### src/rtl/kuznechik_l_transform_iter.sv
// Iterative Kuznechik linear transform L = R^R_STEPS: one R-step per clock, valid/ready on both sides.
// Optional inverse direction (L^-1) enabled by defining KUZ_L_INVERSE_EN.
module kuznechik_l_transform_iter #(
  parameter int         R_STEPS = 16,
  parameter logic [7:0] GF_POLY = 8'hC3
) (
  input  logic         clk,
  input  logic         rst_n,
  input  logic         in_valid,
  output logic         in_ready,
  input  logic [127:0] in_data,
`ifdef KUZ_L_INVERSE_EN
  input  logic         inv,
`endif
  output logic         out_valid,
  input  logic         out_ready,
  output logic [127:0] out_data,
  output logic         busy
);

  localparam int            CW        = $clog2(R_STEPS) + 1;
  localparam logic [CW-1:0] LAST_STEP = CW'(R_STEPS - 1);
  // Multiplier for byte a_i sits at bits [8*i +: 8]; a15 is the most significant byte.
  localparam logic [127:0]  L_COEF    = {8'd148, 8'd32, 8'd133, 8'd16, 8'd194, 8'd192, 8'd1, 8'd251,
                                         8'd1, 8'd192, 8'd194, 8'd16, 8'd133, 8'd32, 8'd148, 8'd1};

  typedef enum logic [1:0] {IDLE, RUN, DONE} state_t;

  state_t        state_reg, state_next;
  logic [CW-1:0] cnt_reg, cnt_next;
  logic [127:0]  st_reg, st_next;
  logic [127:0]  out_data_reg, out_data_next;
  logic          out_valid_reg, out_valid_next;
  logic [127:0]  l_arg;
  logic [127:0]  step_data;
  logic [7:0]    prod [16];
  logic [7:0]    l_sum;

  function automatic logic [7:0] gf_mul(input logic [7:0] a, input logic [7:0] k);
    logic [7:0] acc;
    logic [7:0] sh;
    acc = '0;
    sh  = a;
    for (int b = 0; b < 8; b++) begin
      if (k[b]) acc = acc ^ sh;
      sh = sh[7] ? ({sh[6:0], 1'b0} ^ GF_POLY) : {sh[6:0], 1'b0};
    end
    return acc;
  endfunction

`ifdef KUZ_L_INVERSE_EN
  logic inv_reg, inv_next;
  // The inverse step feeds l() the bytes rotated left by one (a14..a0, a15).
  assign l_arg     = inv_reg ? {st_reg[119:0], st_reg[127:120]} : st_reg;
  assign step_data = inv_reg ? {st_reg[119:0], l_sum} : {l_sum, st_reg[127:8]};
`else
  assign l_arg     = st_reg;
  assign step_data = {l_sum, st_reg[127:8]};
`endif

  genvar gi;
  generate
    for (gi = 0; gi < 16; gi++) begin : g_mul
      assign prod[gi] = gf_mul(l_arg[8*gi +: 8], L_COEF[8*gi +: 8]);
    end
  endgenerate

  always_comb begin
    l_sum = '0;
    for (int i = 0; i < 16; i++) l_sum = l_sum ^ prod[i];
  end

  always_comb begin
    state_next     = state_reg;
    cnt_next       = cnt_reg;
    st_next        = st_reg;
    out_data_next  = out_data_reg;
    out_valid_next = out_valid_reg;
`ifdef KUZ_L_INVERSE_EN
    inv_next       = inv_reg;
`endif
    case (state_reg)
      IDLE: begin
        if (in_valid) begin
          st_next    = in_data;
          cnt_next   = '0;
`ifdef KUZ_L_INVERSE_EN
          inv_next   = inv;
`endif
          state_next = RUN;
        end
      end
      RUN: begin
        st_next  = step_data;
        cnt_next = cnt_reg + 1'b1;
        if (cnt_reg == LAST_STEP) begin
          out_data_next  = step_data;
          out_valid_next = 1'b1;
          state_next     = DONE;
        end
      end
      DONE: begin
        // Returning to IDLE costs a cycle, so no accept can coincide with the hand-off.
        if (out_ready) begin
          out_valid_next = 1'b0;
          state_next     = IDLE;
        end
      end
      default: state_next = IDLE;
    endcase
  end

  always_ff @(posedge clk) begin
    if (!rst_n) begin
      state_reg     <= IDLE;
      cnt_reg       <= '0;
      st_reg        <= '0;
      out_data_reg  <= '0;
      out_valid_reg <= 1'b0;
`ifdef KUZ_L_INVERSE_EN
      inv_reg       <= 1'b0;
`endif
    end else begin
      state_reg     <= state_next;
      cnt_reg       <= cnt_next;
      st_reg        <= st_next;
      out_data_reg  <= out_data_next;
      out_valid_reg <= out_valid_next;
`ifdef KUZ_L_INVERSE_EN
      inv_reg       <= inv_next;
`endif
    end
  end

  assign in_ready  = (state_reg == IDLE);
  assign busy      = (state_reg != IDLE);
  assign out_valid = out_valid_reg;
  assign out_data  = out_data_reg;

endmodule

### config.mk
export PLATFORM = sky130hd
export DESIGN_NAME = kuznechik_l_transform_iter
export DESIGN_NICKNAME = d
export VERILOG_FILES = /design/src/rtl/kuznechik_l_transform_iter.sv
export SDC_FILE = /design/constraint.sdc
export NUM_CORES = 1
export LEC_CHECK = 0
export BUFFER_PORTS_ARGS = -buffer_cell sky130_fd_sc_hd__buf_2
export CAP_MARGIN = 10
export CORE_ASPECT_RATIO = 0.7
export CORE_MARGIN = 2
export CORE_UTILIZATION = 50
export DETAILED_ROUTE_END_ITERATION = 10
export PLACE_DENSITY = 0.76
export SETUP_SLACK_MARGIN = 0.3
export SLEW_MARGIN = 20
export SYNTH_ARGS = -nofsm -noshare
export SYNTH_HDL_FRONTEND = slang
export SYNTH_SLANG_ARGS = --single-unit
### constraint.sdc
create_clock -name clk -period 2.4 [get_ports clk]
set_input_delay 0.12 -clock clk [delete_from_list [all_inputs] [get_ports clk]]
set_output_delay 0.12 -clock clk [all_outputs]
set_load 0.05 [all_outputs]
### Word level (Yosys, flattened, before mapping)

Index checks and enable logic that the tools add are counted.

| word-level totals | value |
|---|---|
| logic and storage cells | 228 |
| output and inout port bits | 131 |
| input bits | 132 |
| bits in registers | 264 |

| operators by class | value |
|---|---|
| reduce and logical (&&, ||, !) cells | 8 |
| equality and inequality tests | 6 |
| add/subtract/negate cells | 1 |
| bitwise operators | 116 |
| mux-type cells | 92 |

Operators by type and width:

| kind | count |
|---|---|
| $mux 8 | 81 |
| $not 4->4 | 81 |
| $xor 8x8->8 | 35 |
| $pmux 128 s2 | 1 |
| $mux 128 | 1 |
| $pmux 5 s2 | 1 |
| $mux 2 | 3 |
| $ne 2x2->1 const B | 3 |
| $pmux 2 s3 | 1 |
| $reduce_and 3->1 | 2 |
| $reduce_bool 2->1 | 3 |
| $add 5x1->5 const B | 1 |
| $eq 5x4->1 const B | 1 |
| $mux 5 | 1 |
| $reduce_and 2->1 | 2 |
| $eq 2x1->1 const B | 1 |
| $eq 2x2->1 const B | 1 |
| $logic_not 2->1 | 1 |
| $mux 1 | 2 |
| $pmux 1 s2 | 1 |

### Logic depth before layout (Yosys ltp)

| logic depth | value |
|---|---|
| depth in word-level cells | 31 |
| mapped depth | 9 |
| mapped depth without buffers | 7 |

### Worst setup path after synthesis

Ideal clock, no wire load.

| timing | value |
|---|---|
| path kind | flip-flop to flip-flop |
| from | register st_reg[91] (netlist: l_arg[91]) |
| to | register st_reg[120] (netlist: l_arg[120]) |
| stages on the path, launching flop included | 8 |
| path buffers | 0 |
| arrival time | 2.373 ns |
| library setup time | 0.128 ns |
| slack | -0.100 ns |
| clock period less this slack | 2.500 ns |
| data required time | 2.272 ns |
| cell sequence | dfxtp_1 -> xnor3_1 -> xnor3_2 -> xnor3_1 -> xor3_1 -> xor3_1 -> a222oi_1 -> nor2_1 |

| between the ends | value |
|---|---|
| longest elaborated chain between the ends | 17 |
| elaborated cells between the ends (all ways) | 18 |
| classes of those cells | mux: 8; bitwise: 10 |

RTL lines:

| what | line | text |
|---|---|---|
| start, declared | 31 | `logic [127:0] st_reg, st_next;` |
| start signal, assigned | 126 | `st_reg <= st_next;` |
| $mux 8 * (2 in series) | 46 | `sh = sh[7] ? ({sh[6:0], 1'b0} ^ GF_POLY) : {sh[6:0], 1'b0};` |
| $not 4->4 (no line) | - |  |
| $mux 8 * | 46 |  |
| $not 4->4 (no line) | - |  |
| $mux 8 * (2 in series) | 46 |  |
| $not 4->4 (no line) | - |  |
| $mux 8 * | 46 |  |
| $mux 8 | 46 |  |
| $xor 8x8->8 * | 45 | `if (k[b]) acc = acc ^ sh;` |
| $xor 8x8->8 * (5 in series) | 70 | `for (int i = 0; i < 16; i++) l_sum = l_sum ^ prod[i];` |
| $pmux 128 s2 * | 82 | `case (state_reg)` |

Every way passes the cells marked *; elsewhere a longest branch is shown, timed or not.
A chain may end at the register's enable or synchronous reset.

### Worst setup path in the final report

| timing | value |
|---|---|
| from | register st_reg[94] (netlist: l_arg[94]) |
| to | register st_reg[120] (netlist: l_arg[120]) |

| between the ends | value |
|---|---|
| longest elaborated chain between the ends | 17 |
| elaborated cells between the ends (all ways) | 20 |
| classes of those cells | mux: 8; bitwise: 12 |

RTL lines:

| what | line |
|---|---|
| $not 4->4 (no line) | - |
| $mux 8 * (2 in series) | 46 |
| $not 4->4 (no line) / $mux 8 (equally long branches) | - |
| $mux 8 * (2 in series) | 46 |
| $not 4->4 (no line) / $mux 8 (equally long branches) | - |
| $mux 8 * (2 in series) | 46 |
| $xor 8x8->8 / $mux 8 (equally long branches) | 45, 46 |
| $xor 8x8->8 * | 45 |
| $xor 8x8->8 * (5 in series) | 70 |
| $pmux 128 s2 * | 82 |

Marked as above.

==> metrics.txt <==
row cnt=50; worst setup margin=-0.0666 ns; Hold Vio Cnt, Final=0; drt initial violations=between 1000 and 1500; CTS Root Buffer Type=clkbuf_16; Clock transition at path regs=~0.07 ns; Worst Max-Slew Pin Slew=about 0.88 ns; CTS sink count=approximately 260; critical path cell sequence=xnor3_2, xnor3_2, xnor3_1, xor3_1, xor3_1, a222oi_1, nor2_1; Clock Path Buffers=3; worst min path class=in -> reg; Die H=roughly 140 um; sequential fraction of the synthesis area=0.395; sw frac=0.319; Int Pwr=~0.013 W; ANT cells=0; slowest CP cell=xnor3_2; Met3 Wirelength=around 4800 um; pins over their slew limit=0; Post-Syn Area=roughly 13000 sq um; Worst Path Max Fanout=2; Rel. slew slack=0.413; layout cells sized above 1=0.384; Peak supply drop=around 0.0012 V; Required @ worst endpoint=approximately 2.8 ns; CP Capture Type=flop; core footprint=approximately 27000 sq um; Hold Path Depth=4; top sig layer=met4; GRT Total Usage=0.315; Post-synth ARST share=0; R2R cell count=7; pin count of the biggest net entering global routing=slightly below 100; first-pass GRT wire length=approximately 70000 um; failing checks=setup timing; Clk Latency, worst-skew pair=0.54 ns; post-DP HPWL=~33000 um; maxcap violations=0; synth warn=0; M1 WL=between 20000 and 25000 um; die area=28100 sq um; GRT overflow=0; Antenna Nets Post-Route=0; Avg Cell Area, Syn=roughly 9 sq um; H-tree depth=1; Nets=1996; Pwr Density=around 1100 nW/um^2; number of enable flip-flop cells after synthesis=0; Final Wtd Congestion=0.948; first-pass detailed-route iteration total=5; FMAX=slightly above 0.4 GHz; met2 WL=slightly below 20000 um; total wire length=46400 um; vias in the first global route=11800; Via Count=between 10000 and 15000; final hold slack=between 0.02 and 0.03 ns; final critical-path share of the clock period=1.03; Clk pwr share=0.227; leakage power=7.78 nW; Mapped Cells=approximately 1500; Via density=5.65; run status=complete, but fails checks; Comb pwr share=0.515; RSZ-0062 raised after global routing=true; sequential share of power=0.258; clock buffer count from CTS=27; WL/cell=between 20 and 25 um; initial antenna violation count=0; Power Total=approximately 0.019 W; DRC viols=0; pre-CTS WS=-0.212 ns; Distinct cells, synth=40; Psw=~0.0062 W; Layout Utilization=0.670; final setup fails=3; Mapped Nets=approximately 1700; WP data arrival=between 2 and 3 ns; Largest stage delay, worst path=0.46 ns; Initial Util=0.505; CTS tree=yes; Die W=around 200 um; Post-synth top flop=dfxtp_1; IO buf count=between 200 and 300; Worst setup SP type=flop; num ports=around 260; flops & latches, synth=roughly 260; Area Growth Syn to Fin=32.8%; Period minus WS final=between 2 and 2.5 ns; clock skew=approximately 0.009 ns; WS Path Type=reg -> reg
## cell type report
type | instances | area (sq um)
clock inverter | 12 | 145
clock buffer | 36 | 759
fill | 2212 | 8750
tap | 364 | 455
timing repair buffer | 444 | 2850
sequential | 264 | 5380
inverter | 4 | 17.5
multi-input combinational | 1121 | 8170
## cells by family after synthesis
family | share of synthesized area
AOI/OAI and AO/OA | 0.208
xor gates and xnor gates | 0.179
adders and majority gates | 0.00187
buffers and inverters | 0.0417
DFF | 0.395
muxes | 0.000748
and+or+nand+nor | 0.174
## metal layers
metal | GRT usage | up-vias
met3 | 0.0543 | 56
li1 | - | 5881
met4 | 0.0635 | 0
met2 | 0.459 | 678
met1 | 0.487 | 6063
met5 | 0 | -
## layout by cell type, fill, tap and decap left out, types with 3 or more instances in the layout
master / netlist / layout
dlygate4sd3_1: 0 / 11
buf_2: 7 / 260
xnor2_1: 116 / 72
nor2b_1: 120 / 120
a22oi_1: 9 / 9
buf_12: 0 / 6
xnor3_1: 40 / 28
dfxtp_4: 0 / 16
xor2_2: 1 / 7
xnor3_2: 4 / 16
xnor2_4: 0 / 14
bufinv_16: 0 / 3
a21oi_1: 248 / 248
clkbuf_8: 0 / 5
buf_4: 1 / 154
o21a_1: 5 / 5
clkinvlp_4: 0 / 4
clkbuf_1: 127 / 4
dfxtp_2: 0 / 28
inv_1: 3 / 3
xor2_4: 0 / 3
clkbuf_16: 0 / 28
xor3_1: 3 / 3
buf_6: 0 / 12
xnor2_2: 2 / 32
o221a_2: 120 / 120
clkinv_2: 0 / 5
a211oi_1: 4 / 4
nand3_1: 3 / 3
nand2_1: 248 / 246
dfxtp_1: 264 / 220
nor2_1: 145 / 143
xor2_1: 27 / 18
## what timing repair did
action,4_1_cts,5_1_grt
hold endpoints to repair,21,1
hold buffers,10,1
pin swaps,38,14
endpoints found under the setup margin,16,17
buffers inserted,18,5
resized for setup,95,28
cloned,0,1
## Yosys cell counts, drive strengths merged, types with 3 or more instances
| cell | count | area [sq um] |
|---|---|---|
| dfxtp | 264 | 5290 |
| a21oi | 248 | 1240 |
| nand2 | 248 | 931 |
| nor2 | 145 | 544 |
| clkbuf | 128 | 482 |
| nor2b | 120 | 751 |
| o221a | 120 | 1350 |
| xnor2 | 118 | 1050 |
| xnor3 | 44 | 996 |
| xor2 | 28 | 253 |
| buf | 13 | 61.3 |
| a22oi | 9 | 67.6 |
| o21a | 5 | 37.5 |
| a211oi | 4 | 30.0 |
| xor3 | 4 | 96.3 |
| inv | 3 | 11.3 |
| nand3 | 3 | 15.0 |
| o21ai | 3 | 15.0 |
## critical path: cells and delay by family (launching register included)
kind | cells | cell delay [ns]
XOR/XNOR | 5 | 1.64
flip-flops | 1 | 0.34
AND/OR/NAND/NOR | 1 | 0.07
AO/OA/AOI/OAI | 1 | 0.30
## path summary, 6_finish.rpt
check                                     end  slack (ns)           from
worst max-delay path               l_arg[120]       -0.07      l_arg[94]
worst min-delay path                l_arg[13]        0.03    in_data[13]
worst max register to register     l_arg[120]       -0.07      l_arg[94]
worst min register to register  out_data[104]        0.45  out_data[104]
## power groups by stage
stage / Combinational (W) / Sequential, W / Clock, W
2_1_floorplan: 0.00579 / 0.00495 / 0
3_3_place_gp: 0.00816 / 0.00504 / 0
3_5_place_dp: 0.00825 / 0.00505 / 0
4_1_cts: 0.00957 / 0.00499 / 0.00442
5_1_grt: 0.0105 / 0.00503 / 0.00460
6_report: 0.0100 / 0.00501 / 0.00440
## metrics by stage
stage / std cells / setup TNS, ns / instance area (sq um)
after floorplan: 1530 / 0 / 13600
after global placement: 2162 / -0.977 / 16000
after detailed placement: 2162 / -1.05 / 16000
after CTS: 2238 / -0.131 / 17500
after global routing: 2245 / -0.494 / 17800
final: 2245 / -0.104 / 17800
Power figures use the tool's default switching activity.
